File: src/rtl/phase_array_gen.sv
// Multi-channel phase-shifted square-wave generator. Per-channel phase offsets arrive
// as checksummed UART frames and take effect only at a waveform period boundary.
module phase_array_gen #(
    parameter int CH  = 8,
    parameter int PW  = 8,
    parameter int DIV = 25,
    parameter int TMO = 100000
) (
    input  logic          sys_clk,
    input  logic          sys_rst,
    input  logic [7:0]    rx_data,
    input  logic          rx_int,
    input  logic          run,
    output logic [CH-1:0] z,
    output logic          frame_ok,
    output logic          frame_err,
    output logic          busy
);
    localparam int IW = (CH > 1) ? $clog2(CH) : 1;
    localparam int DW = (DIV > 1) ? $clog2(DIV) : 1;
    localparam int TW = $clog2(TMO);
    localparam logic [7:0]    HEADER   = 8'hAA;
    localparam logic [IW-1:0] LAST_IDX = IW'(CH - 1);
    localparam logic [DW-1:0] DIV_LAST = DW'(DIV - 1);
    localparam logic [TW-1:0] TMO_LAST = TW'(TMO - 1);

    typedef enum logic [1:0] {
        IDLE,
        PHASE,
        CHK
    } state_t;

    state_t          state;
    state_t          state_nxt;
    logic            phase_stb;
    logic            chk_stb;
    logic            timeout;
    logic            chk_match;
    logic            commit;
    logic            pc_wrap;
    logic            promote;

    logic [IW-1:0]   idx;
    logic [7:0]      xor_acc;
    logic [TW-1:0]   tmo_cnt;
    logic [DW-1:0]   presc;
    logic [PW-1:0]   pc;
    logic            pending;
    logic [PW-1:0]   rx_buf [CH];
    logic [PW-1:0]   shadow [CH];
    logic [PW-1:0]   active [CH];
    logic [PW-1:0]   lag    [CH];
    logic [CH-1:0]   z_nxt;

    // ---------------- parser FSM ----------------
    // NOTE: state is sequential, so it is assigned with <= to avoid ordering races.
    always_ff @(posedge sys_clk) begin
        if (sys_rst) begin
            state <= IDLE;
        end else begin
            state <= state_nxt;
        end
    end

    // NOTE: state_nxt defaults to state so every path assigns it and no latch is inferred.
    always_comb begin
        state_nxt = state;
        if (timeout) begin
            state_nxt = IDLE;
        end else if (rx_int) begin
            case (state)
                IDLE:    if (rx_data == HEADER) state_nxt = PHASE;
                PHASE:   if (idx == LAST_IDX)   state_nxt = CHK;
                CHK:     state_nxt = IDLE;
                default: state_nxt = IDLE;
            endcase
        end
    end

    always_comb begin
        busy      = (state != IDLE);
        phase_stb = rx_int && (state == PHASE);
        chk_stb   = rx_int && (state == CHK);
    end

    // A byte arriving in the same cycle as expiry wins, so timeout requires rx_int low.
    assign timeout   = busy && !rx_int && (tmo_cnt == TMO_LAST);
    assign chk_match = (rx_data == xor_acc);
    assign commit    = chk_stb && chk_match;

    // ---------------- frame datapath ----------------
    always_ff @(posedge sys_clk) begin
        if (sys_rst) begin
            idx       <= '0;
            xor_acc   <= '0;
            tmo_cnt   <= '0;
            frame_ok  <= 1'b0;
            frame_err <= 1'b0;
        end else begin
            frame_ok  <= commit;
            frame_err <= timeout || (chk_stb && !chk_match);

            if (!busy || rx_int || timeout) begin
                tmo_cnt <= '0;
            end else begin
                tmo_cnt <= tmo_cnt + 1'b1;
            end

            if (state == IDLE) begin
                idx     <= '0;
                xor_acc <= '0;
            end else if (phase_stb) begin
                idx     <= idx + 1'b1;
                xor_acc <= xor_acc ^ rx_data;
            end
        end
    end

    // NOTE: rx_buf has no reset; every entry is rewritten before a checksum can commit it.
    always_ff @(posedge sys_clk) begin
        if (phase_stb) begin
            rx_buf[idx] <= rx_data[PW-1:0];
        end
    end

    // Bytes are staged in rx_buf so a corrupt or abandoned frame never touches shadow.
    always_ff @(posedge sys_clk) begin
        if (sys_rst) begin
            for (int i = 0; i < CH; i++) begin
                shadow[i] <= '0;
                active[i] <= '0;
            end
            pending <= 1'b0;
        end else begin
            if (promote) begin
                active  <= shadow;
                pending <= 1'b0;
            end
            if (commit) begin
                shadow  <= rx_buf;
                pending <= 1'b1;
            end
        end
    end

    // ---------------- phase counter ----------------
    assign pc_wrap = run && (presc == DIV_LAST) && (&pc);
    assign promote = pending && (!run || pc_wrap);

    always_ff @(posedge sys_clk) begin
        if (sys_rst || !run) begin
            presc <= '0;
            pc    <= '0;
        end else if (presc == DIV_LAST) begin
            presc <= '0;
            pc    <= pc + 1'b1;
        end else begin
            presc <= presc + 1'b1;
        end
    end

    // High for the first half period after the channel's own phase origin.
    always_comb begin
        z_nxt = '0;
        for (int i = 0; i < CH; i++) begin
            lag[i]   = pc - active[i];
            z_nxt[i] = run && !lag[i][PW-1];
        end
    end

    always_ff @(posedge sys_clk) begin
        if (sys_rst) begin
            z <= '0;
        end else begin
            z <= z_nxt;
        end
    end

endmodule
File: config.mk
export PLATFORM = sky130hd
export DESIGN_NAME = phase_array_gen
export DESIGN_NICKNAME = d
export VERILOG_FILES = /design/src/rtl/phase_array_gen.sv
export SDC_FILE = /design/constraint.sdc
export NUM_CORES = 1
export LEC_CHECK = 0
export CORE_MARGIN = 10
export CORE_UTILIZATION = 55
export CTS_BUF_LIST = sky130_fd_sc_hd__clkbuf_16
export CTS_CLUSTER_DIAMETER = 100
export DETAILED_ROUTE_END_ITERATION = 8
export MAX_ROUTING_LAYER = met4
export PLACE_DENSITY_LB_ADDON = 0.2
export SETUP_SLACK_MARGIN = 0.5
export SYNTH_ARGS = -nofsm -noshare
export SYNTH_HDL_FRONTEND = slang
export SYNTH_SLANG_ARGS = --single-unit
File: constraint.sdc
create_clock -name sys_clk -period 3.45 [get_ports sys_clk]
set_input_delay 0.345 -clock sys_clk [delete_from_list [all_inputs] [get_ports sys_clk]]
set_output_delay 0.345 -clock sys_clk [all_outputs]
set_load 0.02 [all_outputs]
# Yosys cells after proc, flatten, opt, wreduce, memory -nomap -nowiden

Index checks and enable logic that the tools add are counted.

Register bits: 246
Output and inout bits: 11
Logic and storage cells: 111

$add $sub $neg: 12
Order comparisons: 2
Equal/unequal tests: 9
Muxes and demuxes: 8
Bitwise operators: 2
Reductions and logical operators: 44

Operator list:

| operator                                                   | count |
|---|---|
| bitwise mux 64 bit                                         | 1 |
| subtractor 8 bit                                           | 8 |
| demux 8 bit (select 3 bit)                                 | 1 |
| logical AND 1 bit                                          | 18 |
| adder 17 x 1 -> 17 bit, second input constant              | 1 |
| == test 17 bit, second input constant                      | 1 |
| zero test 1 bit                                            | 12 |
| adder 8 x 1 -> 8 bit, second input constant                | 1 |
| == test 8 bit                                              | 1 |
| == test 8 bit, second input constant                       | 1 |
| two-way mux 8 bit                                          | 1 |
| AND reduction 8 bit                                        | 1 |
| OR reduction 2 bit                                         | 4 |
| bitwise XOR 8 bit                                          | 1 |
| adder 5 x 1 -> 5 bit, second input constant                | 1 |
| == test 5 bit, second input constant                       | 1 |
| logical OR 1 bit                                           | 5 |
| greater-or-equal comparator 4 bit, second input constant   | 1 |
| less-than comparator 4 x 1 -> 1 bit, second input constant | 1 |
| two-way mux 2 bit                                          | 2 |
| inequality test 2 bit, second input constant               | 2 |
| NOT 3 -> 4 bit                                             | 1 |
| case mux 2 bit (2 select lines)                            | 1 |
| nonzero test 2 bit                                         | 2 |
| other kinds (7)                                            | 8 |

# Longest topological paths before layout

Depth in word-level cells: 7
Mapped depth: 9

# Worst setup path before layout

No wires, ideal clock.

Kind: input -> register
Start point: input port rx_int
End point: register rx_buf[24] (netlist name), enable pin
Arrival time: 1790 ps
Path slack: 1277 ps
Cell stages on the path: 5
Cell sequence: nor2b_1 -> and2_1 -> clkbuf_1 -> nand2_1 -> nor3_1

Cells in the longest elaborated chain, start to end: 1

Ends and longest elaborated chain:

| item                           | RTL line | source |
|---|---|---|
| start: declaration             | 12       | `input logic rx_int,` |
| logical AND 1 bit              | 82       | `phase_stb = rx_int && (state == PHASE);` |
| end signal: indexed assignment | 122      | `rx_buf[idx] <= rx_data[PW-1:0];` |
| end: declaration               | 49       | `logic [PW-1:0] rx_buf [CH];` |

No other way between the ends.
A chain may end at the register's enable or synchronous reset.

# Final worst setup path

Start point: register pc[7]
End point: register active[50] (netlist name)

Cells in the longest elaborated chain, start to end: 4

Ends and longest elaborated chain:

| item                     | RTL line | source |
|---|---|---|
| start: declaration       | 47       | `logic [PW-1:0] pc;` |
| start signal: assignment | 156      | `pc <= pc + 1'b1;` |
| AND reduction 8 bit      | 147      | `assign pc_wrap = run && (presc == DIV_LAST) && (&pc);` |
| logical AND 1 bit        | 147      |  |
| logical OR 1 bit         | 148      | `assign promote = pending && (!run \|\| pc_wrap);` |
| logical AND 1 bit        | 148      |  |
| end signal: assignment   | 136      | `active <= shadow;` |
| end: declaration         | 51       | `logic [PW-1:0] active [CH];` |

No other way between the ends.

==> metrics.md <==
| Metric | Value |
|---|---|
| First-pass GRT wire length | `between 30 and 40 mm` |
| Core Area | `0.01802 mm^2` |
| Largest net degree at the start of global routing | `71` |
| Initial core utilization | `between 50% and 60%` |
| Setup TNS | `0 ps` |
| Worst Path Required | `slightly below 4000 ps` |
| Static Leak | `a little under 4 nW` |
| Relative slew slack | `a little under half` |
| Most common cell after layout, fill and taps aside | `nand2_1` |
| Drt wl/cell | `15.40 um` |
| Synth cell types | `37` |
| Area grow syn2layout | `12.10%` |
| WS Path Type | `reg -> reg` |
| RSZ-0062 raised after global routing | `no` |
| Flops & latches, synth | `246` |
| Final Hold Vio Count | `0` |
| Outcome | `complete, no violations` |
| Fin crit share | `70.88%` |
| Worst skew pair latency | `510 ps` |
| Crit-path max cell delay | `just under 800 ps` |
| Root Buffer | `clkbuf_16` |
| DR iter-0 viols | `292` |
| Maxcap violations | `0` |
| Highest clock rate | `408.9 MHz` |
| Fraction of layout cells with a size suffix above 1 | `approximately 6.5%` |
| Tmin final | `2445 ps` |
| Setup WS post-layout | `roughly 1000 ps` |
| Critical path buffers and inverters | `2` |
| Detailed placement HPWL | `12.49 mm` |
| Synth top area share | `36.05%` |
| Post-Syn Area | `just over 0.01 mm^2` |
| Most frequent cells in the layout | `nand2_1 (187), dfxtp_1 (182), nor2_1 (107)` |
| Worst-Margin Slew | `around 800 ps` |
| Cell chain of the critical path | `inv_1, o41ai_2, and2_2, buf_12, nand2_1, a21oi_1` |
| Worst path arrival time | `2870 ps` |
| Clock power frac | `43.6%` |
| H-tree lvl count | `1` |
| VDD IR max | `0.0003288 V` |
| Sw Ratio | `about a fifth` |
| Combinational power share | `2.1%` |
| Fill cells | `1,550` |
| Reg power frac | `a little over half` |
| Power Density | `482.1 mW/mm^2` |
| # port buffers | `22` |
| Clock sinks | `246` |
| CP endpoint kind | `flip-flop` |
| Power Internal | `4.316 mW` |
| Ys Warns | `0` |
| Post-Syn Nets | `1,081` |
| Post-synth top area cell | `dfxtp_1` |
| CP Launch Type | `flip-flop` |
| Drt pass-1 iters | `5` |
| Io pins | `23` |
| Max Clock Skew | `7.118 ps` |
| Main area contributors after synthesis | `dfxtp_1 (36%), edfxtp_1 (19%), nand2_1 (7.0%)` |
| DRC | `0` |
| Final setup viols | `0` |
| Worst Hold Class | `in -> reg` |
| Switching power | `1.146 mW` |
| Initial antenna violation count | `0` |
| Post-CTS Hold Fix Bufs | `0` |
| All-layer global routing usage | `between 10% and 20%` |
| Die extent in x | `about 160 um` |
| Critical path's slowest cell | `dfxtp_1` |
| Post-CTS Setup Bufs | `0` |
| Worst-path fanout max | `24` |
| ANT cells | `0` |
| WL final | `19.89 mm` |
| Layout Nets | `1,111` |
| RD Place Congestion | `0.8007` |
| Vias/cell | `5.262` |
| Vias in the first global route | `between 6,000 and 7,000` |
| Syn Area/Cell | `between 9 and 10 um^2` |
| Clk slew on worst S/H paths | `approximately 60 ps` |
| Register area share after synthesis | `55.07%` |
| Mapped Cells | `1,015` |
| Slew Limit Fails | `0` |
| Crit-path leading delay family | `flip-flops` |
| Post_cts resized | `0` |
| Num CTS Buffers | `25` |
| Total number of vias | `6,799` |
| Total gr overflow | `0` |
| Core Util, Final | `62.85%` |
| DRT antenna net count | `0` |
| Die Ht | `155.6 um` |
| Row cnt | `49` |
| Clock tree buffer depth | `3` |
| CTS tree | `done` |
| Die area | `0.02420 mm^2` |
| Placement Setup Slack | `between 900 and 1000 ps` |
per-stage QoR:
stage | instance area, um^2 | std cells | hold slack [ps] | power [mW]
after floorplan | 10110 | 1015 | 425.8 | 3.078
after global placement | 10610 | 1247 | 437.7 | 3.147
after detailed placement | 10610 | 1247 | 442.2 | 3.147
after CTS | 11330 | 1292 | 369.1 | 5.516
after global routing | 11330 | 1292 | 400.1 | 5.633
final | 11330 | 1292 | 366.8 | 5.462
logic make-up after synthesis:
family	count (synthesis)	synth area share (%)
XOR/XNOR	48	4.160
flip-flops	246	55.07
buffers and inverters	100	4.482
AO/OA/AOI/OAI	127	7.057
multiplexers	64	6.339
AND/OR/NAND/NOR	376	16.21
adder cells (fa/ha/maj)	54	6.686
synth_stat cells, drive strengths merged:
library cell and count:
a211o 8, a211oi 1, a21oi 88, a22oi 1, a311oi 8, a31oi 1
and2 2, and2b 1, and3 13, and4 3, and4b 2, buf 18
clkbuf 28, dfxtp 182, edfxtp 64, ha 54, inv 54, mux2i 64
nand2 188, nand2b 4, nand3 11, nand4 9, nand4b 1, nor2 107
nor2b 20, nor3 6, nor4 2, nor4bb 3, o21ai 19, o41ai 1
or2 2, or3 2, xnor2 19, xor2 29
layout make-up:
class,instances,area [um^2],area share [%]
clock inverter,20,93.84,0.8284
clock buffer,25,625.6,5.522
inverter,54,202.7,1.789
sequential,246,5565,49.13
timing repair buffer,49,457.9,4.042
multi-input combinational,669,4096,36.16
tap,229,286.5,2.529
registers in the layout (all words and copies together), names as in the netlist:
| signal | flops |
|---|---|
| state | 2 |
| rx_buf | 64 |
| tmo_cnt | 17 |
| pending | 1 |
| shadow | 64 |
| xor_acc | 8 |
| frame_ok | 1 |
| active | 64 |
| presc | 5 |
| frame_err | 1 |
| idx | 3 |
| z | 8 |
| pc | 8 |
routing by layer:
| layer | share of wire (%) | global-route usage (%) | up-vias |
|---|---|---|---|
| li1 | - | - | 3472 |
| met1 | 45 | 21.47 | 3196 |
| met2 | 49 | 28.48 | 101 |
| met3 | 4.8 | 1.930 | 30 |
| met4 | 2.0 | 4.724 | 0 |
| met5 | 0 | - | - |
worst reg2reg max path: stages (launching register included):
cell	delay [ps]
dfxtp_1	780
inv_1	120
o41ai_2	460
and2_2	550
buf_12	250
nand2_1	80
a21oi_1	130
power groups by stage:
stage / combinational (mW) / clock [mW] / sequential, mW
global placement: 0.119 / 0 / 3.03
CTS: 0.119 / 2.43 / 2.96
detailed placement: 0.119 / 0 / 3.03
finish: 0.117 / 2.38 / 2.96
floorplan: 0.0436 / 0 / 3.03
global route: 0.126 / 2.54 / 2.96
worst paths after layout:
check / slack [ps] / start / end / depth (start not counted)
min: 370 / sys_rst / shadow[32] / 2
max: 1000 / pc[7] / active[50] / 6
min reg2reg: 450 / active[32] / active[32] / 2
max reg2reg: 1000 / pc[7] / active[50] / 6
No activity file was read; power rests on OpenSTA's default activity.
